==> src/rtl/reg_wb_stage_pkg.sv <==
// Shared types and encodings for the write-back stage: destination classes,
// bus widths and the FSM state encoding.
package reg_wb_stage_pkg;

  localparam int REG_OP_W   = 3;
  localparam int REG_ADDR_W = 3;
  localparam int DATA_W     = 16;

  typedef enum logic [REG_OP_W-1:0] {
    REG_OP_NOP = 3'd0,
    REG_OP_REG = 3'd1,
    REG_OP_T   = 3'd2,
    REG_OP_SP  = 3'd3,
    REG_OP_IH  = 3'd4,
    REG_OP_RA  = 3'd5
  } reg_op_e;

  typedef logic [REG_ADDR_W-1:0] reg_addr_t;
  typedef logic [DATA_W-1:0]     data_t;

  localparam data_t DATA_ZERO = '0;

  typedef enum logic {
    ST_IDLE      = 1'b0,
    ST_WAIT_LOAD = 1'b1
  } wb_state_e;

  function automatic logic is_write(input reg_op_e op);
    return op != REG_OP_NOP;
  endfunction

endpackage

==> src/rtl/reg_wb_stage.sv <==
// Write-back stage: turns retiring MEM-stage results into single-cycle
// register-file writes, stalling the pipeline while a load is outstanding.
module reg_wb_stage
  import reg_wb_stage_pkg::*;
#(
  parameter int TIMEOUT = 15
) (
  input  logic      clk_50MHz,
  input  logic      rst,
  input  logic      in_valid,
  input  reg_op_e   in_reg_op,
  input  reg_addr_t in_wb_addr,
  input  data_t     in_alu_data,
  input  logic      in_is_load,
  input  data_t     mem_rdata,
  input  logic      mem_rvalid,
  input  logic      flush,
  output logic      in_ready,
  output reg_op_e   reg_op,
  output reg_addr_t wb_addr,
  output data_t     wb_data,
  output logic      ld_pending,
  output reg_op_e   ld_pending_op,
  output reg_addr_t ld_pending_addr,
  output logic [15:0] retire_cnt,
  output logic      ld_timeout
);

  localparam int CNT_W = (TIMEOUT < 1) ? 1 : $clog2(TIMEOUT + 1);

  wb_state_e        r_state;
  wb_state_e        w_state_nxt;
  logic [CNT_W-1:0] r_cnt;
  logic [CNT_W-1:0] w_cnt_inc;

  reg_op_e          r_reg_op;
  reg_addr_t        r_wb_addr;
  data_t            r_wb_data;
  reg_op_e          r_ld_op;
  reg_addr_t        r_ld_addr;
  logic [15:0]      r_retire_cnt;
  logic             r_ld_timeout;

  logic             w_in_wait;
  logic             w_accept;
  logic             w_accept_now;
  logic             w_accept_wait;
  logic             w_ld_done;
  logic             w_ld_expire;

  assign w_in_wait     = (r_state == ST_WAIT_LOAD);
  assign w_accept      = (r_state == ST_IDLE) && in_valid && !flush;
  assign w_accept_now  = w_accept && (!in_is_load || mem_rvalid);
  assign w_accept_wait = w_accept && in_is_load && !mem_rvalid;

  // Flush takes priority over load data arriving in the same cycle.
  assign w_cnt_inc   = r_cnt + CNT_W'(1);
  assign w_ld_done   = w_in_wait && !flush && mem_rvalid;
  assign w_ld_expire = w_in_wait && !flush && !mem_rvalid &&
                       (w_cnt_inc == CNT_W'(TIMEOUT));

  always_ff @(posedge clk_50MHz or negedge rst) begin
    if (!rst) begin
      r_state <= ST_IDLE;
    end else begin
      r_state <= w_state_nxt;
    end
  end

  always_comb begin
    w_state_nxt = r_state;
    case (r_state)
      ST_IDLE: begin
        if (w_accept_wait) begin
          w_state_nxt = ST_WAIT_LOAD;
        end
      end
      ST_WAIT_LOAD: begin
        if (flush || mem_rvalid || w_ld_expire) begin
          w_state_nxt = ST_IDLE;
        end
      end
      default: w_state_nxt = ST_IDLE;
    endcase
  end

  always_comb begin
    in_ready        = (r_state == ST_IDLE);
    ld_pending      = w_in_wait;
    ld_pending_op   = REG_OP_NOP;
    ld_pending_addr = '0;
    if (w_in_wait) begin
      ld_pending_op   = r_ld_op;
      ld_pending_addr = r_ld_addr;
    end
  end

  // Write port: reg_op pulses for one cycle, address/data hold between writes.
  always_ff @(posedge clk_50MHz or negedge rst) begin
    if (!rst) begin
      r_reg_op  <= REG_OP_NOP;
      r_wb_addr <= '0;
      r_wb_data <= DATA_ZERO;
    end else begin
      r_reg_op <= REG_OP_NOP;
      if (w_accept_now) begin
        r_reg_op <= in_reg_op;
        if (is_write(in_reg_op)) begin
          r_wb_addr <= in_wb_addr;
          r_wb_data <= in_is_load ? mem_rdata : in_alu_data;
        end
      end else if (w_ld_done) begin
        r_reg_op <= r_ld_op;
        if (is_write(r_ld_op)) begin
          r_wb_addr <= r_ld_addr;
          r_wb_data <= mem_rdata;
        end
      end
    end
  end

  always_ff @(posedge clk_50MHz or negedge rst) begin
    if (!rst) begin
      r_ld_op   <= REG_OP_NOP;
      r_ld_addr <= '0;
      r_cnt     <= '0;
    end else if (w_accept_wait) begin
      r_ld_op   <= in_reg_op;
      r_ld_addr <= in_wb_addr;
      r_cnt     <= '0;
    end else if (w_in_wait) begin
      r_cnt <= w_cnt_inc;
    end
  end

  always_ff @(posedge clk_50MHz or negedge rst) begin
    if (!rst) begin
      r_retire_cnt <= '0;
      r_ld_timeout <= 1'b0;
    end else begin
      if (is_write(r_reg_op)) begin
        r_retire_cnt <= r_retire_cnt + 16'd1;
      end
      if (w_ld_expire) begin
        r_ld_timeout <= 1'b1;
      end
    end
  end

  assign reg_op     = r_reg_op;
  assign wb_addr    = r_wb_addr;
  assign wb_data    = r_wb_data;
  assign retire_cnt = r_retire_cnt;
  assign ld_timeout = r_ld_timeout;

endmodule

==> config.mk <==
export PLATFORM = sky130hd
export DESIGN_NAME = reg_wb_stage
export DESIGN_NICKNAME = d
export VERILOG_FILES = /design/src/rtl/reg_wb_stage_pkg.sv /design/src/rtl/reg_wb_stage.sv
export SDC_FILE = /design/constraint.sdc
export NUM_CORES = 1
export LEC_CHECK = 0
export CORE_MARGIN = 2
export CORE_UTILIZATION = 44
export CTS_CLUSTER_DIAMETER = 50
export DETAILED_ROUTE_END_ITERATION = 16
export HOLD_SLACK_MARGIN = 0.12
export MAX_ROUTING_LAYER = met4
export PLACE_DENSITY = 0.88
export SLEW_MARGIN = 15
export SYNTH_ARGS = -nofsm -noshare
export SYNTH_HDL_FRONTEND = slang
export SYNTH_SLANG_ARGS = --single-unit
==> constraint.sdc <==
create_clock -name clk_50MHz -period 2.5 [get_ports clk_50MHz]
set_input_delay 0.375 -clock clk_50MHz [delete_from_list [all_inputs] [get_ports clk_50MHz]]
set_output_delay 0.375 -clock clk_50MHz [all_outputs]
set_load 0.005 [all_outputs]
After elaboration in Yosys (flattened, before gate mapping)
Index checks and enable logic that the tools add are counted.
{"block": "word_totals", "elab_cells": 54, "latch_bits": 0, "input_bits": 44, "out_inout_bits": 47, "mem_count": 0, "ramBits": 0, "regBits": 50, "mem_bits_ro": 0}
{"block": "op_classes", "n_mul": 0, "magnitude_cmp": 0, "shifts": 0, "eq_ne": 2, "addsub": 2, "n_div": 0, "muxes": 18, "n_reduce_logical": 22, "bitwise": 1}
{"cell": "$mux 16", "n": 5}
{"cell": "$mux 3", "n": 8}
{"cell": "$add 16x1->16 const B", "n": 1}
{"cell": "$logic_and 1x1->1", "n": 9}
{"cell": "$reduce_bool 3->1", "n": 3}
{"cell": "$mux 4", "n": 2}
{"cell": "$reduce_bool 2->1", "n": 3}
{"cell": "$add 4x1->4 const B", "n": 1}
{"cell": "$eq 4x4->1 const B", "n": 1}
{"cell": "$logic_not 1->1", "n": 3}
{"cell": "$logic_or 1x1->1", "n": 3}
{"cell": "$reduce_and 3->1", "n": 1}
{"cell": "$mux 1", "n": 2}
{"cell": "$ne 2x1->1 const B", "n": 1}
{"cell": "$pmux 1 s2", "n": 1}
{"cell": "$not 1->1", "n": 1}

Logic depth before layout (Yosys ltp)
{"block": "logic_depth", "ltp_word": 7, "depth_mapped": 6, "mapped_depth_nobuf": 5}

Worst setup path before layout
Ideal clock, no wire load.
{"block": "synth_path", "path_type": "reg-to-reg", "start": "register r_state (netlist: ld_pending)", "end": "register r_wb_data[10] (netlist: wb_data[10])", "setup_ps": 123, "n_path_buf": 2, "period_less_slack_ps": 1802, "slack_ps": 698, "arrival_ps": 1679, "required_time_ps": 2377, "path_stages_with_launch": 7, "path_cell_list": "dfrtp_1 > or3b_1 > buf_2 > nor2_4 > buf_4 > mux2i_1 > a21oi_2"}
{"block": "synth_via", "elab_chain_len": 6, "elab_cells_between_ends": 11, "cone_classes": "1 x eq/ne; 1 x mux; 1 x bitwise; 8 x reduce/logical"}
{"element": "start: declaration", "line_no": "reg_wb_stage.sv:31", "source": "wb_state_e r_state;"}
{"element": "start signal: assignment", "line_no": "reg_wb_stage.sv:66", "source": "r_state <= w_state_nxt;"}
{"element": "$not 1->1", "line_no": "reg_wb_stage.sv:52", "source": "assign w_accept = (r_state == ST_IDLE) && in_valid && !flush;"}
{"element": "$logic_and 1x1->1 (2 in series)", "line_no": "reg_wb_stage.sv:52"}
{"element": "$logic_and 1x1->1", "line_no": "reg_wb_stage.sv:53", "source": "assign w_accept_now = w_accept && (!in_is_load || mem_rvalid);"}
{"element": "$ne 2x1->1 (no line) / $reduce_bool 2->1 (equally long branches)"}
{"element": "$reduce_and 3->1 (no line)"}
{"element": "end signal: assignment", "line_no": "reg_wb_stage.sv:110", "source": "r_wb_data <= in_is_load ? mem_rdata : in_alu_data;"}
{"element": "end signal: assignment", "line_no": "reg_wb_stage.sv:116", "source": "r_wb_data <= mem_rdata;"}
{"element": "end: declaration", "line_no": "reg_wb_stage.sv:38", "source": "data_t r_wb_data;"}
Parallel ways exist; a longest one is shown, timed or not.
A chain may end at the register's enable or synchronous reset.

Worst setup path in the final report
{"block": "layout_path", "start": "register r_state (netlist: ld_pending)", "end": "register r_ld_addr[0]"}
{"block": "layout_via", "elab_chain_len": 5}
{"element": "$not 1->1", "line_no": "reg_wb_stage.sv:52"}
{"element": "$logic_and 1x1->1 (2 in series)", "line_no": "reg_wb_stage.sv:52"}
{"element": "$logic_and 1x1->1 (2 in series)", "line_no": "reg_wb_stage.sv:54", "source": "assign w_accept_wait = w_accept && in_is_load && !mem_rvalid;"}
{"element": "end signal: assignment", "line_no": "reg_wb_stage.sv:129", "source": "r_ld_addr <= in_wb_addr;"}
{"element": "end: declaration", "line_no": "reg_wb_stage.sv:40", "source": "reg_addr_t r_ld_addr;"}
No other way between the ends.

==> flow_summary.json <==
{
  "ioPinCount": 91,
  "synth_top_family_by_area": "simple AND/OR/NAND/NOR gates",
  "routed_wl_um": 5210,
  "worstPathRequired_ps": 2680,
  "cp_data_arrival_time_ps": 2200,
  "synth_nets": 257,
  "report.power.total_mw": 2.27,
  "ys_types": 35,
  "cts_sinks": 50,
  "wl_per_cell_um": 13.9,
  "tightest_slew_ps": 623,
  "hold_slack_ps": 470,
  "synth_xor_area_frac": 0.0654,
  "synthTopCellsByArea": "dfrtp_1 (52%), mux2i_1 (7.5%), a21oi_2 (5.1%), xnor2_1 (4.4%), nor2_1 (2.8%)",
  "place_ws_ps": 263,
  "cts_made_buffers": 5,
  "worst_slack_ps": 483,
  "synth_compound_area_frac": 0.104,
  "finalCritPeriodShare": 0.807,
  "tritoncts": "done",
  "critPathKind": "register to register",
  "clockBufferDepth": 2,
  "power_leakage_nw": 1.43,
  "post-route-util": 0.671,
  "postSynthCellCount": 210,
  "num_rows": 26,
  "grt_setup_unrepaired": "false",
  "final_hold_viol_count": 0,
  "grt_pass1_vias": 1884,
  "drv_cap": 0,
  "cp-end-kind": "register",
  "powerDensity_nw_per_um2": 651,
  "grt_usage": 0.184,
  "syn_area_per_cell_um2": 11.5,
  "placed_cell_area_um2": 3390,
  "layout-drive-gt1-share": 0.131,
  "initial_core_util": 0.463,
  "worstPathMaxFanout": 17,
  "slew_violations": 0,
  "clock-root-buffer": "clkbuf_8",
  "cts_max_level": 2,
  "die_w_um": 78.0,
  "final_cells": 375,
  "max-slew-margin-rel": 0.581,
  "post_cts_buffers": 0,
  "fin_area_um2": 3490,
  "dpl.cell_count": 366,
  "synthSimpleGateAreaFrac": 0.169,
  "dp_hpwl_um": 3990,
  "setup_viol": 0,
  "clock_latency_ps": 290,
  "final.min_clock_period_ps": 2020,
  "fin_nets": 351,
  "synth_seq_cells": 50,
  "via_per_inst": 5.05,
  "outcome": "completed",
  "cts.clk_slew.worst_paths_ps": 80,
  "grt_max_degree": 36,
  "post-route-drc-count": 0,
  "fin_tns_setup_ps": 0,
  "synth_area_um2": 2410,
  "core_area_um2": 5200,
  "hold_path_class": "register to register",
  "antenna_found_initial": 0,
  "grt_pass1_wl_um": 8550,
  "clock-skew-final_ps": 2.90,
  "area_growth_pct": 44.8,
  "post_cts_resized": 0,
  "n_antenna_cell": 0,
  "dieArea_um2": 6090,
  "vias": 1893,
  "cts_hold_buffers": 1,
  "synth_mux_area_frac": 0.103,
  "gr-total-overflow": 0,
  "ys_warn_count": 0,
  "max_freq_mhz": 496,
  "portBuffers": 90,
  "die_height_um": 78.0,
  "start_kind": "register",
  "ir_worst_vdd_v": 0.000348,
  "synthAdderAreaFrac": 0.0156,
  "drt_iter0_markers": 81,
  "dr.pass1.iters": 4,
  "finalWeightedCongestion": 0.783,
  "ys_seq_area_frac": 0.519,
  "drtAntennaViolNets": 0,
  "synth_top_area_share": 0.519,
  "fillers": 418,
  "yosysTopAreaCell": "dfrtp_1"
}
[area by class of cell]
type / count / area, um2 / share of cell area
repair buffers: 94 / 953 / 0.273
clock buffers: 7 / 86.3 / 0.0247
clock inverters: 1 / 5.00 / 0.00143
well taps: 70 / 87.6 / 0.0251
inverters: 2 / 7.51 / 0.00215
multi-input cells: 151 / 1100 / 0.315
flip-flops and latches: 50 / 1250 / 0.358
[path summary, 6_finish.rpt]
path                             from      endpoint  slack (ps)  depth (start not counted)
max in group asynchronous         rst    wb_data[5]        1190                          3
setup / recovery           ld_pending  r_ld_addr[0]         480                          3
min in group asynchronous         rst  r_ld_addr[0]         560                          2
hold / removal             ld_timeout    ld_timeout         470                          1
hold reg to reg            ld_timeout    ld_timeout         470                          1
setup reg to reg           ld_pending  r_ld_addr[0]         480                          3
[power by group]
group | switching [mW] | internal, mW | total (mW)
logic | 0.251 | 0.426 | 0.677
clock network | 0.248 | 0.224 | 0.471
registers | 0.159 | 0.967 | 1.13
total | 0.657 | 1.62 | 2.27
[synth_stat cells]
master,count
nand2b_1,2
nand2_1,16
xor2_1,6
a21oi_1,2
a41o_1,1
nor2b_1,1
nor2_1,18
and2_1,6
nand4_1,4
xnor2_1,12
nor2_4,1
or3_1,5
o32ai_4,1
or3b_1,1
a22o_1,3
nor2_2,4
dfrtp_1,50
nor3_1,5
nand3b_1,2
a21oi_2,14
nor4bb_1,1
buf_6,2
clkbuf_1,1
ha_1,3
mux2i_1,18
o221a_2,3
buf_4,2
and3_1,4
and4_1,1
buf_2,2
nand3_1,6
o21ai_0,4
nand4b_1,1
mux2_2,6
inv_1,2
[cells in the final DEF (no fill, tap or decap), types with 5 or more instances in the layout]
cell and count:
mux2i_1 18, clkdlybuf4s50_1 89, xnor2_1 12, nand2_1 16
nand3_1 6, nor3_1 5, mux2_2 6, xor2_1 6
or3_1 5, and2_1 6, a21oi_2 14, dfrtp_1 50
nor2_1 18, clkbuf_8 6
[worst max-delay path, stage by stage, from the launching register on]
cell and delay (ps):
dfrtp_1 550, or3b_1 570, nand2b_1 410, mux2_2 380
[state kept, by name, indices dropped and copies added, names as in the netlist, 3 cells and up]
signal / count
retire_cnt: 16
r_ld_addr: 3
wb_data: 16
reg_op: 3
r_ld_op: 3
r_cnt: 4
wb_addr: 3
[cell families (layout without fill, tap and decap cells)]
family,after synthesis,after routing
AO/OA/AOI/OAI,28,28
flip-flops,50,50
buffers and inverters,9,104
XOR/XNOR,18,18
adder cells (fa/ha/maj),3,3
multiplexers,24,24
AND/OR/NAND/NOR,78,78
[per-layer routing]
metal	track usage	vias to the layer above	routed length, um
li1	-	922	-
met2	0.309	63	2640
met3	0.0368	10	247
met1	0.214	898	2210
met5	-	-	0
met4	0.0860	0	117
(Power assumes the default switching activity.)
